File: src/rtl/timer_wb_bridge_if.sv
// Wishbone classic slave-side bus bundle for the timer register front end.
interface timer_wb_bridge_if #(
    parameter int AW = 8
);
    logic          wb_cyc_i;
    logic          wb_stb_i;
    logic          wb_we_i;
    logic [AW-1:0] wb_adr_i;
    logic [3:0]    wb_sel_i;
    logic [31:0]   wb_dat_i;
    logic [31:0]   wb_dat_o;
    logic          wb_ack_o;
    logic          wb_err_o;

    modport master (
        output wb_cyc_i, wb_stb_i, wb_we_i, wb_adr_i, wb_sel_i, wb_dat_i,
        input  wb_dat_o, wb_ack_o, wb_err_o
    );

    modport slave (
        input  wb_cyc_i, wb_stb_i, wb_we_i, wb_adr_i, wb_sel_i, wb_dat_i,
        output wb_dat_o, wb_ack_o, wb_err_o
    );
endinterface

File: src/rtl/timer_wb_bridge.sv
// Wishbone classic to timer register-port bridge. Each bus access becomes a
// single-cycle re_o/we_o strobe; partial writes are done as read-merge-write
// because the register file only takes whole 32-bit words.
module timer_wb_bridge #(
    parameter int AW = 8
) (
    input  logic              i_clk,
    input  logic              i_rst,
    timer_wb_bridge_if.slave  wb,
    output logic              re_o,
    output logic              we_o,
    output logic [AW-1:0]     wb_adr_reg,
    output logic [3:0]        wb_sel_out,
    output logic [31:0]       wb_data_reg_out,
    input  logic [31:0]       wb_data_reg_in
);

    localparam logic [2:0] S_IDLE = 3'd0;
    localparam logic [2:0] S_RD   = 3'd1;
    localparam logic [2:0] S_MRG  = 3'd2;
    localparam logic [2:0] S_WR   = 3'd3;
    localparam logic [2:0] S_ACK  = 3'd4;
    localparam logic [2:0] S_ERR  = 3'd5;

    logic [2:0]  state;
    logic [2:0]  state_nxt;
    logic [31:0] dat_lat;     // bus write data held for the merge step
    logic [31:0] rd_dat;      // last completed read, held across writes
    logic [31:0] merged;
    logic        req;
    logic        misaligned;

    assign req        = wb.wb_cyc_i & wb.wb_stb_i;
    assign misaligned = (wb.wb_adr_i[1:0] != 2'b00);

    // Next-state decode; a dropped cyc abandons the transfer without an ack.
    always_comb begin
        state_nxt = state;
        case (state)
            S_IDLE: begin
                if (req) begin
                    if (misaligned)                  state_nxt = S_ERR;
                    else if (!wb.wb_we_i)            state_nxt = S_RD;
                    else if (wb.wb_sel_i == 4'hF)    state_nxt = S_WR;
                    else if (wb.wb_sel_i == 4'h0)    state_nxt = S_ACK;
                    else                             state_nxt = S_MRG;
                end
            end
            S_RD:    state_nxt = wb.wb_cyc_i ? S_ACK : S_IDLE;
            S_MRG:   state_nxt = wb.wb_cyc_i ? S_WR  : S_IDLE;
            S_WR:    state_nxt = wb.wb_cyc_i ? S_ACK : S_IDLE;
            S_ACK:   state_nxt = S_IDLE;
            S_ERR:   state_nxt = S_IDLE;
            default: state_nxt = S_IDLE;
        endcase
    end

    // Byte-lane merge: new bus bytes where selected, current register bytes elsewhere.
    always_comb begin
        merged = wb_data_reg_in;
        for (int i = 0; i < 4; i++) begin
            if (wb_sel_out[i]) merged[8*i +: 8] = dat_lat[8*i +: 8];
        end
    end

    // State register.
    always_ff @(posedge i_clk or posedge i_rst) begin
        if (i_rst) state <= S_IDLE;
        else       state <= state_nxt;
    end

    // Request latch; address and sel stay frozen until the FSM is back in IDLE.
    always_ff @(posedge i_clk or posedge i_rst) begin
        if (i_rst) begin
            wb_adr_reg <= '0;
            wb_sel_out <= '0;
            dat_lat    <= '0;
        end else if (state == S_IDLE && req) begin
            wb_adr_reg <= wb.wb_adr_i;
            wb_sel_out <= wb.wb_sel_i;
            dat_lat    <= wb.wb_dat_i;
        end
    end

    // Register-port write data: direct for full-word writes, merged for partial ones.
    always_ff @(posedge i_clk or posedge i_rst) begin
        if (i_rst) begin
            wb_data_reg_out <= '0;
        end else if (state == S_IDLE && req && !misaligned && wb.wb_we_i &&
                     wb.wb_sel_i == 4'hF) begin
            wb_data_reg_out <= wb.wb_dat_i;
        end else if (state == S_MRG && wb.wb_cyc_i) begin
            wb_data_reg_out <= merged;
        end
    end

    // Read data capture; only a read that is not aborted updates the held value.
    always_ff @(posedge i_clk or posedge i_rst) begin
        if (i_rst)                            rd_dat <= '0;
        else if (state == S_RD && wb.wb_cyc_i) rd_dat <= wb_data_reg_in;
    end

    assign re_o        = (state == S_RD) || (state == S_MRG);
    assign we_o        = (state == S_WR);
    assign wb.wb_ack_o = (state == S_ACK) && wb.wb_cyc_i;
    assign wb.wb_err_o = (state == S_ERR) && wb.wb_cyc_i;
    assign wb.wb_dat_o = rd_dat;

endmodule
File: src/flat_wrapper.sv
// flat-port wrapper written by rule: the top's interface ports become plain ports
module timer_wb_bridge_flat 
#(
    parameter int AW = 8
)
  (i_clk, i_rst, re_o, we_o, wb_adr_reg, wb_sel_out, wb_data_reg_out, wb_data_reg_in, wb_wb_cyc_i, wb_wb_stb_i, wb_wb_we_i, wb_wb_adr_i, wb_wb_sel_i, wb_wb_dat_i, wb_wb_dat_o, wb_wb_ack_o, wb_wb_err_o);
  timer_wb_bridge_if #(.AW(AW)) wb_i ();
  input  logic i_clk;
  input  logic i_rst;
  output logic re_o;
  output logic we_o;
  output logic [AW-1:0] wb_adr_reg;
  output logic [3:0] wb_sel_out;
  output logic [31:0] wb_data_reg_out;
  input  logic [31:0] wb_data_reg_in;
  input wire logic [$bits(wb_i.wb_cyc_i)-1:0] wb_wb_cyc_i;
  input wire logic [$bits(wb_i.wb_stb_i)-1:0] wb_wb_stb_i;
  input wire logic [$bits(wb_i.wb_we_i)-1:0] wb_wb_we_i;
  input wire logic [$bits(wb_i.wb_adr_i)-1:0] wb_wb_adr_i;
  input wire logic [$bits(wb_i.wb_sel_i)-1:0] wb_wb_sel_i;
  input wire logic [$bits(wb_i.wb_dat_i)-1:0] wb_wb_dat_i;
  output wire logic [$bits(wb_i.wb_dat_o)-1:0] wb_wb_dat_o;
  output wire logic [$bits(wb_i.wb_ack_o)-1:0] wb_wb_ack_o;
  output wire logic [$bits(wb_i.wb_err_o)-1:0] wb_wb_err_o;
  assign wb_i.wb_cyc_i = wb_wb_cyc_i;
  assign wb_i.wb_stb_i = wb_wb_stb_i;
  assign wb_i.wb_we_i = wb_wb_we_i;
  assign wb_i.wb_adr_i = wb_wb_adr_i;
  assign wb_i.wb_sel_i = wb_wb_sel_i;
  assign wb_i.wb_dat_i = wb_wb_dat_i;
  assign wb_wb_dat_o = wb_i.wb_dat_o;
  assign wb_wb_ack_o = wb_i.wb_ack_o;
  assign wb_wb_err_o = wb_i.wb_err_o;
  timer_wb_bridge #(.AW(AW)) u_core (.i_clk(i_clk), .i_rst(i_rst), .wb(wb_i), .re_o(re_o), .we_o(we_o), .wb_adr_reg(wb_adr_reg), .wb_sel_out(wb_sel_out), .wb_data_reg_out(wb_data_reg_out), .wb_data_reg_in(wb_data_reg_in));
endmodule
File: config.mk
export PLATFORM = sky130hd
export DESIGN_NAME = timer_wb_bridge_flat
export DESIGN_NICKNAME = d
export VERILOG_FILES = /design/src/rtl/timer_wb_bridge_if.sv /design/src/rtl/timer_wb_bridge.sv /design/src/flat_wrapper.sv
export SDC_FILE = /design/constraint.sdc
export NUM_CORES = 1
export LEC_CHECK = 0
export BUFFER_PORTS_ARGS = -buffer_cell sky130_fd_sc_hd__buf_4
export CORE_ASPECT_RATIO = 1.4
export CORE_UTILIZATION = 51
export CTS_CLUSTER_SIZE = 40
export DETAILED_ROUTE_END_ITERATION = 8
export PLACE_DENSITY = 0.9
export SKIP_LAST_GASP = 1
export SLEW_MARGIN = 15
export SYNTH_ARGS = -nofsm -noshare
export SYNTH_HDL_FRONTEND = slang
export SYNTH_SLANG_ARGS = --single-unit
File: constraint.sdc
create_clock -name i_clk -period 4.54 [get_ports i_clk]
set_input_delay 0.454 -clock i_clk [delete_from_list [all_inputs] [get_ports i_clk]]
set_output_delay 0.454 -clock i_clk [all_outputs]
set_load 0.02 [all_outputs]
==> results of run 1 <==
per-layer routing:
metal	up-vias	part of all wire, %	global-route usage, %
li1	1531	-	-
met3	19	5.2	4.12
met5	-	0	0
met1	1728	37	26.0
met2	118	55	43.0
met4	0	2.5	9.58
worst register-to-register path, stage by stage, from the launching register on:
cell and delay [ns]:
dfrtp_1 0.51, nor2b_1 0.56, nand2_2 0.77, mux2_2 0.59
layout by cell type (no fill, tap or decap), drive strengths merged, types with 2 or more instances in the layout:
master and n:
nor3b 3, a221o 17, mux2i 17, mux2 121
nand4 2, a31oi 2, clkbuf 12, dfrtp 111
nor2 18, and4 2, nor3 4, buf 163
nand2 2, clkinvlp 2, inv 3
cells by family (layout without fill, tap and decap cells):
family                 count (synthesis)  after routing
XOR/XNOR                               1              1
AO/OA/AOI/OAI                         23             23
multiplexers                         138            138
buffers and inverters                 23            181
AND/OR/NAND/NOR                       38             38
flip-flops                           111            111
per-stage QoR:
| step | instances | util (%) |
|---|---|---|
| after detailed placement | 586 | 65.6 |
| after global routing | 602 | 68.6 |
| final | 602 | 68.6 |
| after global placement | 586 | 65.6 |
| after floorplan | 334 | - |
| after CTS | 602 | 68.6 |
power groups by stage:
stage	registers, uW	logic [uW]	clock network (uW)
5_1_grt	1490	1220	796
2_1_floorplan	1670	447	0
4_1_cts	1460	1170	766
6_report	1460	1150	756
3_3_place_gp	1460	1120	0
3_5_place_dp	1480	1160	0
cell type report:
| type | count | area [um2] |
|---|---|---|
| flip-flops and latches | 111 | 2780 |
| multi-input cells | 200 | 2050 |
| well taps | 110 | 138 |
| inverters | 2 | 10.0 |
| clock inverters | 4 | 28.8 |
| repair buffers | 163 | 1220 |
| clock buffers | 12 | 256 |
| fillers | 654 | 2970 |
final timing paths:
kind	start	end	slack (ns)
min reg2reg	u_core.wb.wb_dat_o[5]$_DFFE_PP0P_	u_core.wb.wb_dat_o[5]$_DFFE_PP0P_	0.49
max in group asynchronous	i_rst	u_core.dat_lat[5]$_DFFE_PP0N_	3.21
max reg2reg	u_core.state[1]$_DFFE_PP0P_	u_core.dat_lat[29]$_DFFE_PP0N_	1.99
min in group asynchronous	i_rst	u_core.wb.wb_dat_o[9]$_DFFE_PP0P_	0.35
max	u_core.state[1]$_DFFE_PP0P_	u_core.dat_lat[29]$_DFFE_PP0N_	1.99
min	wb_data_reg_in[6]	u_core.wb.wb_dat_o[6]$_DFFE_PP0P_	0.33
==> flow_summary.json, run 1 <==
{
  "hp-class": "in -> reg",
  "critPathKind": "reg -> reg",
  "power_frac_comb_pct": 34.2,
  "nNetsFinal": 568,
  "area_growth_pct": 30.5,
  "finClkSkew_ns": 0.0117,
  "die_h_um": 119,
  "core_um2": 9460,
  "setup_violations": 0,
  "p_int_uw": 2300,
  "power_leakage_uw": 0.00307,
  "p_sw_share_pct": 31.9,
  "port_buffers": 160,
  "rr_worst_depth": 3,
  "pwr-share-clk_pct": 22.4,
  "cp.depth": 3,
  "yosysWarnings": 0,
  "routed_wl_um": 11600,
  "crit_family": "simple AND/OR/NAND/NOR gates",
  "cts_buffers": 9,
  "hold_buffers": 0,
  "cts_tree": "done",
  "cts_resized": 0,
  "antenna_cells": 0,
  "gp_congestion": 0.853,
  "synth-xor-area-share_pct": 0.176,
  "clk_path_buf_depth": 2,
  "muxShareOfSynthArea_pct": 30.8,
  "antenna_found_initial": 0,
  "finalCritPeriodShare_pct": 56.1,
  "grt_max_degree": 82,
  "cts_root_buffer": "clkbuf_16",
  "via_per_inst": 5.64,
  "critPathLaunchType": "register",
  "cts.sinks": 111,
  "finalHoldWorstSlack_ns": 0.334,
  "p_seq_share_pct": 43.3,
  "outcome": "finished, final reports clean",
  "ir_worst_vdd_mv": 0.381,
  "grt_pass1_vias": 3666,
  "synth_top_area_share_pct": 55.9,
  "wl_per_cell_um": 19.3,
  "slowest_stage": "nand2_2",
  "syn_avg_cell_area_um2": 14.9,
  "clk_latency_ns": 0.34,
  "synth.area.top_cells": "dfrtp_1, mux2_2, a221o_2",
  "synthAdderAreaFrac_pct": 0,
  "synthArstFlopShare_pct": 100,
  "dp_hpwl_um": 8070,
  "syn-cell-area_um2": 4970,
  "drtIter0Drc": 89,
  "num_vias": 3396,
  "synth_seq_cells": 111,
  "synth-main-ff-cell": "dfrtp_1",
  "htree_levels": 3,
  "finalInstanceArea_um2": 6490,
  "slew_violations": 0,
  "route.detailed.drc": 0,
  "netSwitchingPower_uw": 1080,
  "dieArea_um2": 10100,
  "detail_route.first_pass.iterations": 4,
  "power.total_uw": 3370,
  "grt-ovfl-total": 0,
  "worstPathMaxFanout": 44,
  "die_w_um": 85.4,
  "grt_usage_pct": 23.3,
  "synth-seq-area-share_pct": 55.9,
  "whs_path_depth": 2,
  "synth_commonest_cells": "mux2_2, dfrtp_1, nor2_1, a221o_2, mux2i_1",
  "rows": 42,
  "crit_path_max_incr_delay_ns": 0.77,
  "antenna_left": 0,
  "required_ns": 4.77,
  "finalSetupTns_ns": 0,
  "yosysMostFrequentCell": "mux2_2",
  "max_freq_mhz": 392,
  "fin_crit_ns": 2.55,
  "worstPathArrival_ns": 2.77,
  "clk_pin_slew_ns": 0.07,
  "slew_headroom_pct": 27.5,
  "worstSetupEndpointType": "register",
  "drive_above_1_share_pct": 65.2,
  "synth-simple-area-share_pct": 4.81,
  "path_buf_inv": 0,
  "place_area_um2": 6200,
  "initial_core_util_pct": 52.5,
  "postSynthCellCount": 334,
  "fin_ws_ns": 1.99,
  "grt_pass1_wl_um": 18200,
  "drv_cap": 0,
  "synth_cell_types": 35,
  "synth-edff-count": 0,
  "synth_top_family_by_area": "multiplexers",
  "io_pins": 161,
  "dp_slack_ns": 2.04,
  "synth_compound_area_share_pct": 5.06,
  "worst_pin_slew_ns": 1.08,
  "yosys.area.top_type": "dfrtp_1",
  "crit_chain": "nor2b_1 -> nand2_2 -> mux2_2",
  "rsz0062_at_grt": "no",
  "syn_nets": 415,
  "power_density_nw_per_um2": 520,
  "hold_viol": 0,
  "post_cts.repair.setup_buffers": 0
}
Power figures use the tool's default switching activity.
==> run 2: changes to the inputs <==
Settings changed: CORE_UTILIZATION 51 to 46, PLACE_DENSITY 0.9 to 0.86.
Clock period 4.54 ns to 2.18 ns, I/O delays scaled along.
==> flow_summary.json, run 2 (synthesized netlist as in run 1, its figures left out) <==
{
  "grt_max_degree": 112,
  "htree_levels": 3,
  "grt_pass1_wl_um": 19200,
  "outcome": "finished, final reports clean",
  "ff_latch_area_um2": 2780,
  "area_growth_pct": 34.1,
  "final_cell_mix": "buf_4, mux2_2, dfrtp_1, nor2_1",
  "routed_wl_um": 11800,
  "max_freq_mhz": 508,
  "post-route-util_pct": 63.7,
  "drtIter0Drc": 124,
  "worst_pin_slew_ns": 0.666,
  "power_leakage_uw": 0.00314,
  "worstSetupEndpointType": "register",
  "grt_pass1_vias": 3800,
  "clk_latency_ns": 0.35,
  "initial_core_util_pct": 47.5,
  "drive_above_1_share_pct": 66.1,
  "via_per_inst": 5.43,
  "hold_buffers": 0,
  "wl_per_cell_um": 18.5,
  "die_h_um": 125,
  "drv_cap": 0,
  "multi_input_area_um2": 2050,
  "slew_headroom_pct": 55.6,
  "rows": 44,
  "nNetsFinal": 577,
  "worstPathArrival_ns": 2.24,
  "dieArea_um2": 11200,
  "cts_tree": "done",
  "hold_viol": 0,
  "finalSetupTns_ns": 0,
  "n_fill_cell": 827,
  "power_density_nw_per_um2": 1080,
  "cts_resized": 0,
  "num_vias": 3470,
  "reg2reg_from": "u_core.state[1]$_DFFE_PP0P_",
  "rsz0062_at_grt": "no",
  "slew_violations": 0,
  "critPathLaunch": "u_core.state[1]$_DFFE_PP0P_",
  "ir_worst_vdd_mv": 0.595,
  "finClkSkew_ns": 0.0109,
  "gp_congestion": 0.808,
  "clk_pin_slew_ns": 0.08,
  "critPathKind": "reg -> reg",
  "port_buffers": 160,
  "die_w_um": 89.8,
  "io_pins": 161,
  "antenna_found_initial": 0,
  "post_cts.repair.setup_buffers": 0,
  "finalCritPeriodShare_pct": 90.2,
  "cts_buffers": 9,
  "required_ns": 2.46,
  "fin_crit_ns": 1.97,
  "cts_root_buffer": "clkbuf_16",
  "setup_violations": 0,
  "grt_usage_pct": 21.9,
  "worstPathMaxFanout": 17,
  "final_common_cell": "buf_4",
  "antenna_cells": 0,
  "detail_route.first_pass.iterations": 4,
  "antenna_left": 0,
  "dp_hpwl_um": 8480,
  "hp-class": "in -> async",
  "core_um2": 10500,
  "route.detailed.drc": 0,
  "grt-ovfl-total": 0,
  "critPathLaunchType": "register",
  "cts.sinks": 111,
  "clk_path_buf_depth": 2
}
==> run 2: cell count changes in the layout (fill, tap and decap cells not counted) <==
cell        before  now
buf_12           0    3
buf_4          163  169
bufinv_16        0    1
clkbuf_1         1    0
clkbuf_8         2    3
clkinv_4         0    2
clkinvlp_4       2    1
inv_4            1    0
inv_6            1    0
==> run 2: layout make-up <==
| cell class | instances | area share [%] |
|---|---|---|
| Clock buffer | 12 | 4.00 |
| Clock inverter | 4 | 0.789 |
| Tap cell | 138 | 2.59 |
| Timing Repair Buffer | 172 | 19.9 |
| Inverter | 2 | 0.169 |
| Multi-Input combinational cell | 200 | 30.8 |
| Sequential cell | 111 | 41.7 |
==> run 2: final timing paths <==
kind                       cells after the start  slack, ns                                    end
min reg2reg                                    1       0.49      u_core.wb.wb_dat_o[6]$_DFFE_PP0P_
max                                            3       0.21  u_core.wb_data_reg_out[3]$_DFFE_PP0P_
min                                            3       0.03      u_core.wb.wb_dat_o[8]$_DFFE_PP0P_
max reg2reg                                    3       0.21  u_core.wb_data_reg_out[3]$_DFFE_PP0P_
min in group i_clk                             2       0.11      u_core.wb.wb_dat_o[6]$_DFFE_PP0P_
max in group asynchronous                      3       1.71       u_core.wb_sel_out[1]$_DFFE_PP0N_
==> run 2: power breakdown <==
part | switching (uW) | total (uW) | internal, uW
clock | 734 | 1720 | 988
sequential | 364 | 3010 | 2640
combinational | 1150 | 2480 | 1330
total | 2250 | 7210 | 4960
==> run 2: per-layer routing <==
metal  part of all wire (%)  track usage, %
met4                    1.3            8.10
met5                      0               0
met3                    5.3            3.89
met2                     54            40.1
met1                     39            25.5
==> run 2: critical path: stages (launching register included) <==
cell and delay [ns]:
dfrtp_1 0.52, nor2b_1 0.40, and4_1 0.71, a221o_2 0.27
==> run 2: per-stage QoR <==
stage / total power [uW] / cell area [um2] / hold slack (ns) / cells / setup slack, ns
finish: 7210 / 6660 / 0.0311 / 639 / 0.213
global route: 7530 / 6660 / 0.0886 / 639 / 0.123
CTS: 7270 / 6660 / 0.0708 / 639 / 0.218
detailed placement: 5550 / 6340 / 0.444 / 623 / 0.238
global placement: 5430 / 6340 / 0.433 / 623 / 0.333
floorplan: 4420 / 4970 / 0.353 / 334 / 0.351
==> run 3: changes to the inputs <==
Settings changed: ABC_AREA set to 1, CORE_UTILIZATION 46 to 47, PLACE_DENSITY 0.86 to 0.87, SLEW_MARGIN 15 to 40.
==> flow_summary.json, run 3 <==
{
  "outcome": "finished, final reports clean",
  "num_vias": 4941,
  "antenna_left": 0,
  "fin_crit_ns": 1.63,
  "cts_root_buffer": "clkbuf_16",
  "required_ns": 2.46,
  "clk_pin_slew_ns": 0.07,
  "hp-start": "wb_wb_adr_i[4]",
  "worst_pin_slew_ns": 0.703,
  "synthArstFlopShare_pct": 100,
  "whs_path_depth": 3,
  "dp_hpwl_um": 9440,
  "cts_tree": "done",
  "htree_levels": 3,
  "yosysWarnings": 0,
  "n_fill_cell": 951,
  "grt_usage_pct": 24.7,
  "min_to": "u_core.wb_adr_reg[4]$_DFFE_PP0N_",
  "gp_congestion": 0.799,
  "worstPathArrival_ns": 1.91,
  "yosysMostFrequentCell": "nand2_1",
  "slew_headroom_pct": 53.1,
  "antenna_cells": 0,
  "cts_buffers": 9,
  "synth_cell_types": 23,
  "clk_latency_ns": 0.34,
  "drtIter0Drc": 275,
  "critPathKind": "reg -> reg",
  "drv_cap": 0,
  "die_h_um": 128,
  "synth.area.top_cells": "dfrtp_1, nand2_1, o21ai_0",
  "ir_worst_vdd_mv": 0.729,
  "syn-cell-area_um2": 5310,
  "postSynthCellCount": 683,
  "detail_route.first_pass.iterations": 4,
  "grt_pass1_vias": 4685,
  "hold_buffers": 0,
  "routed_wl_um": 14000,
  "die_w_um": 91.8,
  "area_growth_pct": 30.4,
  "max_freq_mhz": 614,
  "critPathLaunchType": "register",
  "grt_max_degree": 65,
  "yosys.area.top_type": "dfrtp_1",
  "post-route-util_pct": 63.3,
  "port_buffers": 160,
  "clk_path_buf_depth": 2,
  "slowest_stage": "dfrtp_1",
  "power_density_nw_per_um2": 1320,
  "synth-seq-area-share_pct": 52.3,
  "hp-class": "in -> reg",
  "rows": 45,
  "regToRegSetupSlack_ns": 0.55,
  "crit_chain": "nor2_4 -> nand2_4 -> nor2_4 -> buf_4 -> nand3_1 -> nand2_1 -> inv_1 -> nand2_1",
  "synth-main-ff-cell": "dfrtp_1",
  "reg2reg_from": "u_core.state[1]$_DFFE_PP0P_",
  "initial_core_util_pct": 48.6,
  "route.detailed.drc": 0,
  "crit_path_max_incr_delay_ns": 0.48,
  "finClkSkew_ns": 0.00862,
  "worstPathMaxFanout": 48,
  "rr_worst_depth": 8,
  "synth_seq_cells": 111,
  "antenna_found_initial": 0,
  "worstSetupEndpointType": "register",
  "finalCritPeriodShare_pct": 74.7,
  "rsz0062_at_grt": "no",
  "synth-edff-count": 0,
  "reg2reg_to": "u_core.wb_data_reg_out[9]$_DFFE_PP0P_",
  "via_per_inst": 5.10,
  "synth_commonest_cells": "nand2_1, dfrtp_1, o21ai_0, inv_1, nand3_1",
  "cts.sinks": 111,
  "hold_viol": 0,
  "post_cts.repair.setup_buffers": 0,
  "io_pins": 161,
  "grt-ovfl-total": 0,
  "crit_family": "simple AND/OR/NAND/NOR gates",
  "path_buf_inv": 2,
  "core_um2": 10900,
  "drive_above_1_share_pct": 24.2,
  "setup_violations": 0,
  "power_leakage_uw": 0.00373,
  "syn_avg_cell_area_um2": 7.77,
  "synth_top_area_share_pct": 52.3,
  "nNetsFinal": 904,
  "final_cell_mix": "nand2_1, buf_4, dfrtp_1, o21ai_0, inv_1",
  "slew_violations": 0,
  "cts_resized": 0,
  "grt_pass1_wl_um": 22800,
  "dieArea_um2": 11700,
  "wl_per_cell_um": 14.5,
  "final_common_cell": "nand2_1",
  "finalSetupTns_ns": 0,
  "syn_nets": 764
}
==> run 3: metrics by stage <==
stage / setup slack (ns) / hold WS [ns] / cell area, um2 / total power [uW] / instances
after floorplan: 0.619 / 0.335 / 5310 / 5840 / 683
after global placement: 0.564 / 0.382 / 6590 / 7390 / 951
after detailed placement: 0.514 / 0.391 / 6590 / 7540 / 951
after CTS: 0.561 / 0.0167 / 6880 / 9180 / 967
after global routing: 0.422 / 0.0698 / 6920 / 9770 / 969
final: 0.551 / 0.0735 / 6920 / 9130 / 969
==> run 3: worst max-delay path by stage <==
stage | start | endpoint | slack [ns] | cells past startpoint
floorplan | i_rst | u_core.dat_lat[0]$_DFFE_PP0N_ | 0.62 | 1
global placement | wb_wb_adr_i[1] | u_core.wb_data_reg_out[14]$_DFFE_PP0P_ | 0.56 | 8
detailed placement | wb_wb_adr_i[1] | u_core.wb_data_reg_out[0]$_DFFE_PP0P_ | 0.51 | 8
CTS | u_core.state[1]$_DFFE_PP0P_ | u_core.wb_data_reg_out[10]$_DFFE_PP0P_ | 0.56 | 7
global route | u_core.state[1]$_DFFE_PP0P_ | u_core.wb_data_reg_out[16]$_DFFE_PP0P_ | 0.42 | 8
finish | u_core.state[1]$_DFFE_PP0P_ | u_core.wb_data_reg_out[9]$_DFFE_PP0P_ | 0.55 | 8
==> run 3: cell type report <==
cell class | count | area (um2) | area share (%)
well taps | 141 | 176 | 2.55
inverters | 60 | 229 | 3.31
clock inverters | 4 | 45.0 | 0.651
multi-input cells | 468 | 2090 | 30.1
repair buffers | 173 | 1360 | 19.6
clock buffers | 12 | 246 | 3.56
flip-flops and latches | 111 | 2780 | 40.1
==> run 3: per-layer routing <==
metal  vias up  share of wire, %  global-route usage [%]  wire [um]
li1       2423                 -                       -          -
met1      2315                41                    30.7       5710
met2       170                50                    42.0       7070
met3        33               5.2                    4.27        731
met4         0               3.5                    11.1        495
met5         -                 0                       0          0
==> run 3: logic make-up (layout without fill, tap and decap cells) <==
kind of cell	after synthesis	count (layout)	synth area share, %
DFF	111	111	52.3
buffers and inverters	104	249	8.51
and+or+nand+nor	357	357	28.6
AOI/OAI and AO/OA	111	111	10.6
==> run 3: power by group <==
group,total (uW),leakage [uW],switching [uW],internal [uW]
Sequential,3710,0.00137,691,3020
Combinational,3780,0.00221,2210,1570
Clock,1630,0.000146,714,919
==> run 3: tightest hold or removal path, delay by kind of cell <==
kind | cells | cell delay, ns
simple gates | 2 | 0.09
buf+inv | 1 | 0.07
